`src/rtl/data_mem_pkg.sv`:
```
// Shared definitions for the data-memory responder: FSM encodings and
// address-field helpers.
package data_mem_pkg;

  typedef enum logic [1:0] {
    IDLE = 2'b00,
    WAIT = 2'b01,
    RESP = 2'b10
  } state_t;

  localparam int WORD_BYTES = 4;

  // Number of word-index bits taken from the byte address.
  function automatic int index_width(input int depth_words);
    return $clog2(depth_words);
  endfunction

endpackage

```
`src/rtl/data_mem_array.sv`:
```
// Word-organised storage: synchronous write, combinational read, cleared by
// the synchronous active-low reset.
module data_mem_array
  import data_mem_pkg::*;
#(
  parameter int DEPTH_WORDS = 64,
  parameter int IDX_W       = 6
) (
  input  logic             clock,
  input  logic             reset,
  input  logic             we,
  input  logic [IDX_W-1:0] waddr,
  input  logic [31:0]      wdata,
  input  logic [IDX_W-1:0] raddr,
  output logic [31:0]      rdata
);

  logic [31:0] mem [DEPTH_WORDS];

  always_ff @(posedge clock) begin
    if (!reset) begin
      for (int i = 0; i < DEPTH_WORDS; i++) mem[i] <= '0;
    end else if (we) begin
      mem[waddr] <= wdata;
    end
  end

  assign rdata = mem[raddr];

endmodule

```
`src/rtl/data_mem_responder.sv`:
```
// Responder for the datapath's data-memory port: one access at a time with a
// fixed wait-state latency and a one-cycle ready/error completion pulse.
module data_mem_responder
  import data_mem_pkg::*;
#(
  parameter int DEPTH_WORDS = 64,
  parameter int WAIT_CYCLES = 2
) (
  input  logic        clock,
  input  logic        reset,
  input  logic        memRead,
  input  logic        memWrite,
  input  logic [31:0] address,
  input  logic [31:0] writeData,
  output logic [31:0] readData,
  output logic        ready,
  output logic        error,
  output logic        busy
);

  localparam int IDX_W = index_width(DEPTH_WORDS);
  localparam int CNT_W = ($clog2(WAIT_CYCLES + 1) < 1) ? 1 : $clog2(WAIT_CYCLES + 1);

  state_t             state, state_next;
  logic [CNT_W-1:0]   cnt;
  logic [IDX_W-1:0]   lat_idx;
  logic [31:0]        lat_data;
  logic               lat_write;
  logic               lat_err;

  logic               req;
  logic               req_err;
  logic [IDX_W-1:0]   req_idx;
  logic               we;
  logic [IDX_W-1:0]   waddr;
  logic [31:0]        wdata;
  logic [31:0]        rdata;

  assign req     = memRead | memWrite;
  assign req_idx = address[IDX_W+1:2];
  // Misaligned, beyond the array, or an ambiguous read+write request.
  assign req_err = (address[1:0] != 2'b00)
                 | (address[31:IDX_W+2] != '0)
                 | (memRead & memWrite);

  always_ff @(posedge clock) begin
    if (!reset) begin
      state     <= IDLE;
      cnt       <= '0;
      lat_idx   <= '0;
      lat_data  <= '0;
      lat_write <= 1'b0;
      lat_err   <= 1'b0;
    end else begin
      state <= state_next;
      if (state == IDLE && req) begin
        lat_idx   <= req_idx;
        lat_data  <= writeData;
        lat_write <= memWrite;
        lat_err   <= req_err;
        cnt       <= CNT_W'(WAIT_CYCLES);
      end else if (state == WAIT) begin
        cnt <= cnt - CNT_W'(1);
      end
    end
  end

  // The store commits on the edge that enters RESP; with no wait states that
  // edge is the capture edge itself, so the live request feeds the write.
  always_comb begin
    state_next = state;
    we         = 1'b0;
    waddr      = lat_idx;
    wdata      = lat_data;
    case (state)
      IDLE: begin
        if (req) begin
          if (WAIT_CYCLES == 0) begin
            state_next = RESP;
            we         = memWrite & ~req_err;
            waddr      = req_idx;
            wdata      = writeData;
          end else begin
            state_next = WAIT;
          end
        end
      end
      WAIT: begin
        if (cnt == CNT_W'(1)) begin
          state_next = RESP;
          we         = lat_write & ~lat_err;
        end
      end
      RESP:    state_next = IDLE;
      default: state_next = IDLE;
    endcase
  end

  data_mem_array #(
    .DEPTH_WORDS (DEPTH_WORDS),
    .IDX_W       (IDX_W)
  ) u_array (
    .clock (clock),
    .reset (reset),
    .we    (we),
    .waddr (waddr),
    .wdata (wdata),
    .raddr (lat_idx),
    .rdata (rdata)
  );

  assign ready    = (state == RESP);
  assign error    = ready & lat_err;
  assign busy     = (state != IDLE);
  assign readData = (ready && !lat_write && !lat_err) ? rdata : 32'h0;

endmodule

```
`config.mk`:
```
export PLATFORM = sky130hd
export DESIGN_NAME = data_mem_responder
export DESIGN_NICKNAME = d
export VERILOG_FILES = /design/src/rtl/data_mem_pkg.sv /design/src/rtl/data_mem_array.sv /design/src/rtl/data_mem_responder.sv
export SDC_FILE = /design/constraint.sdc
export NUM_CORES = 2
export LEC_CHECK = 0
export ABC_CLOCK_PERIOD_IN_PS = 14600
export BUFFER_PORTS_ARGS = -buffer_cell sky130_fd_sc_hd__buf_4
export CORE_ASPECT_RATIO = 2
export CORE_UTILIZATION = 45
export DETAILED_ROUTE_END_ITERATION = 6
export PLACE_DENSITY = 0.65
export SYNTH_ARGS = -nofsm -noshare
export SYNTH_HDL_FRONTEND = slang
export SYNTH_SLANG_ARGS = --single-unit
```
`constraint.sdc`:
```
create_clock -name clock -period 14.6 [get_ports clock]
set_input_delay 2.92 -clock clock [delete_from_list [all_inputs] [get_ports clock]]
set_output_delay 2.92 -clock clock [all_outputs]
set_load 0.03 [all_outputs]
```
# After elaboration in Yosys (flattened, before gate mapping)

Memories as Yosys holds them, arrays and structs flattened. A register that Yosys moved wholly into a read port is not among the register bits.
Cells that the tools add are included.

Memory bits (writable): 2048
Flip-flop bits (word level): 44
Memories: 1
Input bits: 68
Logic and storage cells: 52

Memories:

| memory      | depth | width | rd ports | clocked after Yosys merged registers in | write ports | line                 | text |
|---|---|---|---|---|---|---|---|
| u_array.mem | 64    | 32    | 1        | 1                                       | 64          | data_mem_array.sv:18 | `logic [31:0] mem [DEPTH_WORDS];` |

Reduce and logical (&&, ||, !) cells: 13
Eq/ne operators: 5
Add/subtract/negate cells: 1
Muxes and demuxes: 17
Bitwise operators: 8

Operators by type and width:

| cell                                                                     | count |
|---|---|
| 32-bit two-way mux                                                       | 2 |
| 32-bit OR reduction                                                      | 1 |
| 24-bit nonzero test                                                      | 1 |
| 6-bit two-way mux                                                        | 3 |
| 2-bit two-way mux                                                        | 4 |
| 1-bit two-way mux                                                        | 7 |
| 2-bit nonzero test                                                       | 3 |
| 2-bit by 1-bit == test with 1-bit output (second input constant)         | 2 |
| 2-bit case mux with 2 select lines                                       | 1 |
| 1-bit bitwise AND                                                        | 3 |
| 1-bit logical AND                                                        | 3 |
| 1-bit OR                                                                 | 3 |
| 2-bit == test (second input constant)                                    | 1 |
| 1-bit zero test                                                          | 2 |
| 2-bit zero test                                                          | 1 |
| 2-bit by 1-bit inequality test with 1-bit output (second input constant) | 1 |
| 2-bit inequality test (second input constant)                            | 1 |
| 1-bit inverter                                                           | 2 |
| 2-bit AND reduction                                                      | 1 |
| 2-bit OR reduction                                                       | 1 |
| 2-bit by 1-bit subtractor with 2-bit output (second input constant)      | 1 |

# Longest topological paths before layout

Word-level depth: 9
Depth in mapped cells: 9
Mapped depth without buffers: 7

# Modules after synthesis

A second synthesis with hierarchy kept.

Cells, all modules: 6158
Area total of the unflattened synthesis: 94856.0 µm²

Modules (own cells, without submodules):

| module             | area each (µm²) | seq. area each (µm²) | cells an instance | instances |
|---|---|---|---|---|
| data_mem_array     | 92757.7         | 61499.0              | 5908              | 1 |
| data_mem_responder | 2098.3          | 880.8                | 250               | 1 |

# Worst setup path before layout

OpenSTA, ideal clock, no wires.

Kind: input-to-reg
From: input port reset
To: memory u_array.mem[27][0] (enable)
Setup slack: 7.894 ns
Arrival time: 6.240 ns
Stages: 6
Path buffers: 2
Library setup time: 0.466 ns
Cells stage by stage: buf_4 > and4b_1 > and4b_1 > nand3b_2 > clkbuf_1 > o21ai_0

RTL lines:

| item               | line                     | text |
|---|---|---|
| start: declaration | data_mem_responder.sv:10 | `input logic reset,` |
| end: declaration   | data_mem_array.sv:18     |  |

==> results.json <==
{
  "worst_setup_path_start_kind": "register",
  "avgSynthCellArea_sq_um": 15.48,
  "post_drt_via_cell_ratio": 6.069,
  "grt_antenna_before_repair": 10,
  "post_cts_buffers": 0,
  "seq_area_frac_synth_pct": 65.56,
  "tightest_slew_ns": 1.329,
  "start_util_pct": 45.34,
  "setup_viol": 0,
  "htree_levels": 4,
  "crit_arrival_ns": 5.79,
  "grt_max_degree": 109,
  "vdd_ir_drop_max_mv": 0.09295,
  "cts.path.max_buffers": 4,
  "setup_tns_ns": 0,
  "rsz0062_at_grt": "false",
  "numPortBuffers": 102,
  "dieArea_sq_mm": 0.2138,
  "syn-num-nets": 6228,
  "area_growth_syn_to_layout_pct": 9.897,
  "core_region_area_sq_mm": 0.2102,
  "clk_latency_ns": 0.86,
  "synthesis.area_sq_mm": 0.09533,
  "wl_per_cell_microns": 33.95,
  "synth-seq-cells": 2098,
  "root_buffer": "clkbuf_16",
  "slew_headroom_pct": 8.878,
  "drt_iter0_drc": 6806,
  "synth_edf_count": 2048,
  "post-route-period-util_pct": 59.66,
  "gp_congestion": 0.8713,
  "worst_ep_required_time_ns": 11.68,
  "maxCapViolations": 0,
  "path_clk_slew_ns": 0.07,
  "totalWireLength_microns": 301500,
  "p_leak_uw": 0.03629,
  "drive_above_1_share_pct": 20.14,
  "fin_util_pct": 49.83,
  "dieWidth_microns": 327.5,
  "yosys_warnings": 0,
  "ant_nets": 0,
  "ioPinCount": 103,
  "dr.pass1.iters": 6,
  "grt_overflow_total": 0,
  "nFillCells": 17490,
  "ys.flop_type": "edfxtp_1",
  "vias": 53890,
  "report.final.hold_viol_count": 0,
  "async_flop_share_pct": 0,
  "fmax_ghz": 0.1148,
  "period_needed_ns": 8.710,
  "crit_type": "reg -> out",
  "reg2reg_slack_ns": 11.04,
  "worstSetupEndpointType": "output port",
  "ctsResizeCount": 0,
  "status": "finished clean",
  "first_global_vias": 54840,
  "drc_errors": 0,
  "std_cell_rows": 238,
  "holdBufCountCts": 0,
  "netlist_instances": 6159,
  "layout_common_cells": "and2_1, edfxtp_1, mux4_2",
  "cts_sinks": 2098,
  "die_y_microns": 652.9,
  "drv_slew": 0,
  "grt_usage_pct": 28.17,
  "dp_hpwl_microns": 175300,
  "min_path_type": "reg -> reg",
  "cts_buffers": 182,
  "worst-path-max-fanout": 75,
  "finalClockSkew_ns": 0.04947,
  "synth_cell_type_count": 61,
  "nets": 6054,
  "layout_commonest_cell": "and2_1",
  "cts_tree": "done",
  "powerDensity_mw_per_mm2": 121.7,
  "grt_pass1_wl_microns": 419900
}
## flip-flops by register name, summed over array words and instances, names as in the netlist, named ones only
name and count:
lat_idx 6, lat_data 32, lat_write 1, state 2
lat_err 1, cnt 2, u_array.mem 2048
## critical path, stage by stage (launching register included)
cell and delay, ns:
dfxtp_4 0.88, buf_12 0.53, buf_4 0.75, mux4_2 0.59, mux2i_1 0.16, nor2_1 0.06, a211oi_1 1.09, nor3_1 0.31
buf_4 0.29
## routing by layer
| layer | vias to the layer above | global-route usage [%] | share of wire (%) |
|---|---|---|---|
| li1 | 22120 | - | - |
| met1 | 28200 | 32.18 | 34 |
| met2 | 2835 | 47.75 | 50 |
| met3 | 739 | 3.501 | 7.3 |
| met4 | 0 | 22.20 | 9.2 |
| met5 | - | 0 | 0 |
## final timing paths
path / from / end / depth (start not counted)
setup / recovery: register / readData[4] / 8
setup reg to reg: cnt[1] / u_array.mem[13][9] / 7
hold / removal: lat_data[5] / lat_data[5] / 2
hold reg to reg: lat_data[5] / lat_data[5] / 2
## kinds of logic after synthesis
| logic type | after synthesis | synth area share (%) |
|---|---|---|
| flops | 2098 | 65.56 |
| buf+inv | 636 | 2.978 |
| xor+xnor | 1 | 0.009189 |
| mux | 682 | 14.07 |
| fa+ha+maj | 1 | 0.01312 |
| simple gates | 2412 | 15.15 |
| compound gates | 329 | 2.219 |
## through the flow
| stage | instances | total power, uW | cell area (sq um) | hold slack [ns] | worst slack [ns] |
|---|---|---|---|---|---|
| 3_5_place_dp | 8561 | 8193 | 99310 | 0.4538 | 6.834 |
| 4_1_cts | 8873 | 12780 | 104700 | 0.4632 | 5.937 |
| 5_1_grt | 8874 | 13010 | 104800 | 0.4748 | 5.749 |
| 6_report | 8880 | 12750 | 104800 | 0.4604 | 5.890 |
| 3_3_place_gp | 8561 | 8170 | 99310 | 0.4488 | 6.765 |
| 2_1_floorplan | 6159 | 7660 | 95330 | 0.4673 | 7.894 |
## Yosys cell counts (19+ instances only)
library cell / instances / area [sq um]
a21boi_0: 40 / 300.3
a21oi_1: 46 / 230.2
a22oi_1: 57 / 427.9
a31oi_1: 21 / 131.4
and2_1: 2053 / 12840
buf_2: 54 / 270.3
buf_4: 32 / 240.2
buf_6: 27 / 304.0
clkbuf_1: 502 / 1884
dfxtp_1: 50 / 1001
edfxtp_1: 2048 / 61500
mux2_2: 25 / 281.5
mux2i_1: 133 / 1331
mux4_2: 524 / 11800
nand2_1: 164 / 615.6
nor2_1: 95 / 356.6
nor2b_1: 19 / 118.9
nor3_1: 20 / 100.1
o21ai_0: 87 / 435.4
## where the power goes
part	internal, uW	leakage [uW]	total (uW)	switching (uW)
Sequential	6790	0.0215	6890	97.3
Combinational	377	0.0121	1180	802
Clock	2480	0.00264	4680	2200
Total	9650	0.0363	12700	3100
## layout make-up
cell class                      count  area (sq um)  area share (%)
Tap cell                         2760          3453           3.296
Clock inverter                     86         640.6          0.6115
Inverter                            5         20.02         0.01911
Multi-Input combinational cell   3425         31130           29.72
Antenna cell                        7         17.52         0.01672
Sequential cell                  2098         62560           59.72
Clock buffer                      226          4793           4.575
Timing Repair Buffer              273          2143           2.046
Note: power is estimated with default switching activity, not from simulation.
